--- src/rtl/io_led_bank_if.sv ---
// Per-channel CPU I/O bus bundle: address, write data/strobe, read strobe, read data and ready.
interface io_led_bank_if #(
    parameter int NCH = 4
);
    logic [NCH*32-1:0] IOaddr;
    logic [NCH*32-1:0] OutData;
    logic [NCH-1:0]    OutStrobe;
    logic [NCH-1:0]    InStrobe;
    logic [NCH*32-1:0] InData;
    logic [NCH-1:0]    InRdy;

    modport master (
        output IOaddr, OutData, OutStrobe, InStrobe,
        input  InData, InRdy
    );

    modport slave (
        input  IOaddr, OutData, OutStrobe, InStrobe,
        output InData, InRdy
    );
endinterface

--- src/rtl/io_led_bank.sv ---
// Per-channel output register bank with static/blink/PWM modes and register readback.
// Bank follows register state one cycle later; reads take one WAIT cycle (InRdy low), strobes in WAIT are dropped.
module io_led_bank #(
    parameter int          NCH       = 4,
    parameter int          WIDTH     = 8,
    parameter int          DIV_W     = 24,
    parameter logic [31:0] ADDR_BASE = 32'h0000_03F0
) (
    input  logic                 clk,
    input  logic                 Reset_n,
    io_led_bank_if.slave         bus,
    output logic [NCH*WIDTH-1:0] bank
);

    localparam logic [31:0] ADDR_DATA   = ADDR_BASE + 32'hF;
    localparam logic [31:0] ADDR_MODE   = ADDR_BASE + 32'hE;
    localparam logic [31:0] ADDR_PERIOD = ADDR_BASE + 32'hD;

    typedef enum logic {
        RD_IDLE,
        RD_WAIT
    } rd_state_t;

    logic [WIDTH-1:0] bank_arr   [NCH];
    logic [31:0]      indata_arr [NCH];
    logic             rdy_arr    [NCH];

    for (genvar k = 0; k < NCH; k++) begin : g_ch
        logic [31:0]      addr;
        logic [31:0]      wdat;
        logic             wr_data, wr_mode, wr_per;
        logic [WIDTH-1:0] data_q;
        logic [1:0]       mode_q;
        logic [DIV_W-1:0] period_q;
        logic [DIV_W-1:0] blink_cnt;
        logic             phase;
        logic [7:0]       pwm_cnt;
        logic [WIDTH-1:0] bank_nxt, bank_q;
        logic [31:0]      rd_val, indata_q;
        rd_state_t        rd_q, rd_d;
        logic             rd_cap;

        assign addr    = bus.IOaddr[32*k +: 32];
        assign wdat    = bus.OutData[32*k +: 32];
        assign wr_data = bus.OutStrobe[k] && (addr == ADDR_DATA);
        assign wr_mode = bus.OutStrobe[k] && (addr == ADDR_MODE);
        assign wr_per  = bus.OutStrobe[k] && (addr == ADDR_PERIOD);

        always_ff @(posedge clk or negedge Reset_n) begin
            if (!Reset_n) begin
                data_q    <= '0;
                mode_q    <= '0;
                period_q  <= '0;
                blink_cnt <= '0;
                phase     <= 1'b1;
                pwm_cnt   <= '0;
            end else begin
                if (wr_data) data_q   <= wdat[WIDTH-1:0];
                if (wr_mode) mode_q   <= wdat[1:0];
                if (wr_per)  period_q <= wdat[DIV_W-1:0];
                // Mode/period changes restart both generators so the new pattern begins cleanly.
                if (wr_mode || wr_per) begin
                    blink_cnt <= wr_per ? wdat[DIV_W-1:0] : period_q;
                    phase     <= 1'b1;
                    pwm_cnt   <= '0;
                end else begin
                    pwm_cnt <= pwm_cnt + 8'd1;
                    if (mode_q == 2'd1) begin
                        if (blink_cnt == '0) begin
                            blink_cnt <= period_q;
                            if (period_q != '0) phase <= ~phase;
                        end else begin
                            blink_cnt <= blink_cnt - DIV_W'(1);
                        end
                    end
                end
            end
        end

        always_comb begin
            bank_nxt = data_q;
            case (mode_q)
                2'd1:    bank_nxt = data_q & {WIDTH{phase}};
                2'd2:    bank_nxt = (pwm_cnt < period_q[7:0]) ? data_q : '0;
                default: bank_nxt = data_q;
            endcase
        end

        always_ff @(posedge clk or negedge Reset_n) begin
            if (!Reset_n) bank_q <= '0;
            else          bank_q <= bank_nxt;
        end

        always_comb begin
            rd_val = '0;
            if (addr == ADDR_DATA)        rd_val[WIDTH-1:0] = data_q;
            else if (addr == ADDR_MODE)   rd_val[1:0]       = mode_q;
            else if (addr == ADDR_PERIOD) rd_val[DIV_W-1:0] = period_q;
        end

        always_comb begin
            rd_d   = rd_q;
            rd_cap = 1'b0;
            case (rd_q)
                RD_IDLE: if (bus.InStrobe[k]) begin
                    rd_d   = RD_WAIT;
                    rd_cap = 1'b1;
                end
                RD_WAIT: rd_d = RD_IDLE;
                default: rd_d = RD_IDLE;
            endcase
        end

        // Capture uses pre-edge register values, so a same-edge write is not visible to this read.
        always_ff @(posedge clk or negedge Reset_n) begin
            if (!Reset_n) begin
                rd_q     <= RD_IDLE;
                indata_q <= '0;
            end else begin
                rd_q <= rd_d;
                if (rd_cap) indata_q <= rd_val;
            end
        end

        assign bank_arr[k]   = bank_q;
        assign indata_arr[k] = indata_q;
        assign rdy_arr[k]    = (rd_q == RD_IDLE);
    end

    always_comb begin
        bank       = '0;
        bus.InData = '0;
        bus.InRdy  = '0;
        for (int i = 0; i < NCH; i++) begin
            bank[WIDTH*i +: WIDTH] = bank_arr[i];
            bus.InData[32*i +: 32] = indata_arr[i];
            bus.InRdy[i]           = rdy_arr[i];
        end
    end

endmodule

--- src/flat_wrapper.sv ---
// flat-port wrapper written by rule: the top's interface ports become plain ports
module io_led_bank_flat 
#(
    parameter int          NCH       = 4,
    parameter int          WIDTH     = 8,
    parameter int          DIV_W     = 24,
    parameter logic [31:0] ADDR_BASE = 32'h0000_03F0
)
  (clk, Reset_n, bank, bus_IOaddr, bus_OutData, bus_OutStrobe, bus_InStrobe, bus_InData, bus_InRdy);
  io_led_bank_if #(.NCH(NCH)) bus_i ();
  input  logic clk;
  input  logic Reset_n;
  output logic [NCH*WIDTH-1:0] bank;
  input wire logic [$bits(bus_i.IOaddr)-1:0] bus_IOaddr;
  input wire logic [$bits(bus_i.OutData)-1:0] bus_OutData;
  input wire logic [$bits(bus_i.OutStrobe)-1:0] bus_OutStrobe;
  input wire logic [$bits(bus_i.InStrobe)-1:0] bus_InStrobe;
  output wire logic [$bits(bus_i.InData)-1:0] bus_InData;
  output wire logic [$bits(bus_i.InRdy)-1:0] bus_InRdy;
  assign bus_i.IOaddr = bus_IOaddr;
  assign bus_i.OutData = bus_OutData;
  assign bus_i.OutStrobe = bus_OutStrobe;
  assign bus_i.InStrobe = bus_InStrobe;
  assign bus_InData = bus_i.InData;
  assign bus_InRdy = bus_i.InRdy;
  io_led_bank #(.NCH(NCH), .WIDTH(WIDTH), .DIV_W(DIV_W), .ADDR_BASE(ADDR_BASE)) u_core (.clk(clk), .Reset_n(Reset_n), .bus(bus_i), .bank(bank));
endmodule
--- config.mk ---
export PLATFORM = sky130hd
export DESIGN_NAME = io_led_bank_flat
export DESIGN_NICKNAME = d
export VERILOG_FILES = /design/src/rtl/io_led_bank_if.sv /design/src/rtl/io_led_bank.sv /design/src/flat_wrapper.sv
export SDC_FILE = /design/constraint.sdc
export NUM_CORES = 1
export LEC_CHECK = 0
export BUFFER_PORTS_ARGS = -buffer_cell sky130_fd_sc_hd__buf_4
export CAP_MARGIN = 20
export CORE_ASPECT_RATIO = 1.1
export CORE_MARGIN = 3
export CORE_UTILIZATION = 45
export DETAILED_ROUTE_END_ITERATION = 12
export PLACE_DENSITY = 0.68
export SLEW_MARGIN = 10
export SYNTH_ARGS = -nofsm -noshare
export SYNTH_HDL_FRONTEND = slang
export SYNTH_SLANG_ARGS = --single-unit
--- constraint.sdc ---
create_clock -name clk -period 2.95 [get_ports clk]
set_input_delay 0.59 -clock clk [delete_from_list [all_inputs] [get_ports clk]]
set_output_delay 0.59 -clock clk [all_outputs]
set_load 0.01 [all_outputs]
==> out/summary.txt <==
status -> completed
Layout Skew -> 0.0212 ns
ys flop type -> dfrtp_1
initial antenna violation count -> 2
Synth cell types -> 83
final hold violation count -> 0
leakage -> 12.2 nW
delay-heaviest family, CP -> simple AND/OR/NAND/NOR gates
Min Clock Period, post-route -> 2.70 ns
WS Path Type -> register to register
number of remaining DRC errors -> 0
crit path buf inv count -> 0
Post-synth top cells -> dfrtp_1 (396), nand2_1 (211), mux2_2 (129)
Adder-Cell Fraction of Synth Area -> 2.93%
Worst setup SP type -> register
Hold WS -> 0.257 ns
number of global-route vias before repair -> 17558
top cells by area, synth -> dfrtp_1 (48%), mux2_2 (7.1%), nand2_1 (3.9%)
Crit. path cell count -> 6
R2R Path End -> u_core.g_ch[0].blink_cnt[11]
post-synthesis mux area share -> 9.00%
Via Count -> 17473
Max Cap Violations -> 0
Setup crit end -> u_core.g_ch[0].blink_cnt[11]
crit path DAT -> 3.16 ns
Worst Setup End Kind -> register
setup ws final -> 0.245 ns
largest net degree at the start of global routing -> 71
worst r2r src -> u_core.g_ch[0].blink_cnt[18]
final core utilization -> 57.5%
slowest CP cell -> or3_1
largest area contributor in the netlist -> dfrtp_1
Post-Synth Simple-Gate Area -> 16.8%
Tcrit/Tclk final -> 91.7%
CTS clk-pin slew, worst paths -> 0.06 ns
Post-synth EDFFs -> 0
Worst slew margin -> 52.2%
H-tree levels -> 2
Initial Utilization -> 45.9%
die area -> 48200 um^2
HP Start -> bus_OutData[68]
most frequent cell after synthesis -> dfrtp_1
Clock Root Buffer -> clkbuf_16
first-pass GRT wire length -> 93100 um
DP Wirelength -> 43000 um
Vias per Instance -> 5.74
Post-Place Setup Slack -> -0.0303 ns
largest family of logic cells by synthesized area -> simple AND/OR/NAND/NOR gates
RePlAce Congestion -> 0.870
peak supply drop -> 0.000406 V
Core Rows -> 81
RSZ-0062 raised after global routing -> false
ys async rst share -> 100%
max incr delay on CP -> 0.62 ns
Compound-Gate Fraction of Synth Area -> 15.9%
synthesized flop and latch total -> 400
Worst Hold Class -> input port to register
fmax -> 370 MHz
pwr dens -> 446 nW/um^2
CTS sink count -> 400
Synth warnings -> 0
Req. time, crit path -> 3.40 ns
final setup violation count -> 0
worst skew pair latency -> 0.57 ns
crit-path max FO -> 13
core box area -> 44700 um^2
Port Buffer Count -> 365
layout cell share with drive strength beyond 1 -> 28.3%
register area share after synthesis -> 48.9%
worst-case reg-to-reg path depth -> 6
synth-to-layout area growth -> 25.4%
Synth Cell Area -> 20500 um^2
Final ANT Viol Nets -> 0
clk buf depth -> 3
chip height -> 230 um
Total Routing Usage GR -> 23.6%
max-slew violations -> 0
DRT Wirelength -> 58400 um
worst hold stages -> 3
Syn Inst Count -> 2023
FF-to-FF setup slack -> 0.25 ns
Die Wd -> 209 um
total grt overflow -> 0
First-pass DRT Iterations -> 5
Overall Power -> 0.0115 W
initial DRC count -> 1217
TritonCTS clock tree -> built
total CTS buffers -> 44
Syn Area/Cell -> 10.1 um^2
crit path cell chain -> or4_4, or4_1, or3_1, o22ai_1, a21oi_1, a22o_1
top cell type's share of synthesized area -> 48.3%
Least-Margin Pin Slew -> 0.717 ns
Ports -> 430
beginning of the critical path -> u_core.g_ch[0].blink_cnt[18]
# nets final -> 2739
Post-Synth XOR/XNOR Area -> 1.41%
wire length per cell -> 19.2 um
## repair_timing
item	CTS	global route
hold endpoints to repair	12	0
buffers inserted	0	0
setup endpoints to repair	0	0
hold buffers	1	0
gates resized for setup	0	0
## sequential cells by signal (all words and copies together), names as in the netlist
register and count:
u_core.g_ch.blink_cnt 96, u_core.g_ch.indata_q 96, u_core.g_ch.period_q 96, u_core.g_ch.bank_q 32
u_core.g_ch.data_q 32, u_core.g_ch.pwm_cnt 32, u_core.g_ch.mode_q 8, u_core.g_ch.phase 4
u_core.g_ch.rd_q 4
## worst min path at each step
| stage | end | slack, ns |
|---|---|---|
| 3_3_place_gp | u_core.g_ch[0].indata_q[8] | 0.45 |
| 2_1_floorplan | u_core.g_ch[0].bank_q[0] | 0.29 |
| 6_report | u_core.g_ch[2].period_q[4] | 0.26 |
| 4_1_cts | u_core.g_ch[2].period_q[20] | 0.23 |
| 5_1_grt | u_core.g_ch[0].data_q[2] | 0.24 |
| 3_5_place_dp | u_core.g_ch[0].indata_q[23] | 0.46 |
## cell families after synthesis
group / Yosys count
and+or+nand+nor: 682
AOI/OAI and AO/OA: 466
DFF: 400
buffers and inverters: 228
muxes: 165
adders and majority gates: 48
xor gates and xnor gates: 33
other: 1
## placed cells by master, fill, tap and decap left out, drive strengths merged, types with 18 or more instances in the layout
cell,count
a21o,35
a21oi,68
a22o,57
a22oi,20
buf,457
clkbuf,60
conb,32
dfrtp,396
ha,48
inv,96
mux2,136
mux2i,29
nand2,211
nand3,67
nand4,20
nor2,124
nor2b,23
nor3,65
nor4,65
o21a,18
o21ai,111
or4,19
xor2,26
## per-layer routing
metal	up-vias	GRT usage, %	part of all wire, %
met5	-	0	0.034
met4	2	7.75	2.8
met3	108	5.31	7.3
met2	608	39.0	48
met1	8613	30.8	42
li1	8142	-	-
## worst reg2reg max path, cell delays in order, from the launching register on
cell and delay (ns):
dfrtp_1 0.40, or4_4 0.55, or4_1 0.47, or3_1 0.62, o22ai_1 0.26, a21oi_1 0.09
a22o_1 0.20
## metrics by stage
stage | TNS, ns | cells | instance area, um^2
after floorplan | 0 | 2054 | 20600
after global placement | -0.00734 | 2959 | 24300
after detailed placement | -0.0656 | 2959 | 24300
after CTS | 0 | 3041 | 25700
after global routing | 0 | 3041 | 25700
final | 0 | 3042 | 25700
## power breakdown
| part | total, W | internal (W) | switching, W |
|---|---|---|---|
| clock | 0.00544 | 0.00314 | 0.00229 |
| sequential | 0.00549 | 0.00549 | 0.00000101 |
| combinational | 0.000529 | 0.000251 | 0.000278 |
| total | 0.0115 | 0.00889 | 0.00257 |
## cell type report
type | count | area (um^2)
inverters | 95 | 357
fillers | 3894 | 19000
well taps | 581 | 727
clock inverters | 21 | 183
diodes | 1 | 2.50
clock buffers | 60 | 1240
multi-input cells | 1426 | 9560
flip-flops and latches | 400 | 10000
repair buffers | 458 | 3610
No activity file was read; power rests on OpenSTA's default activity.
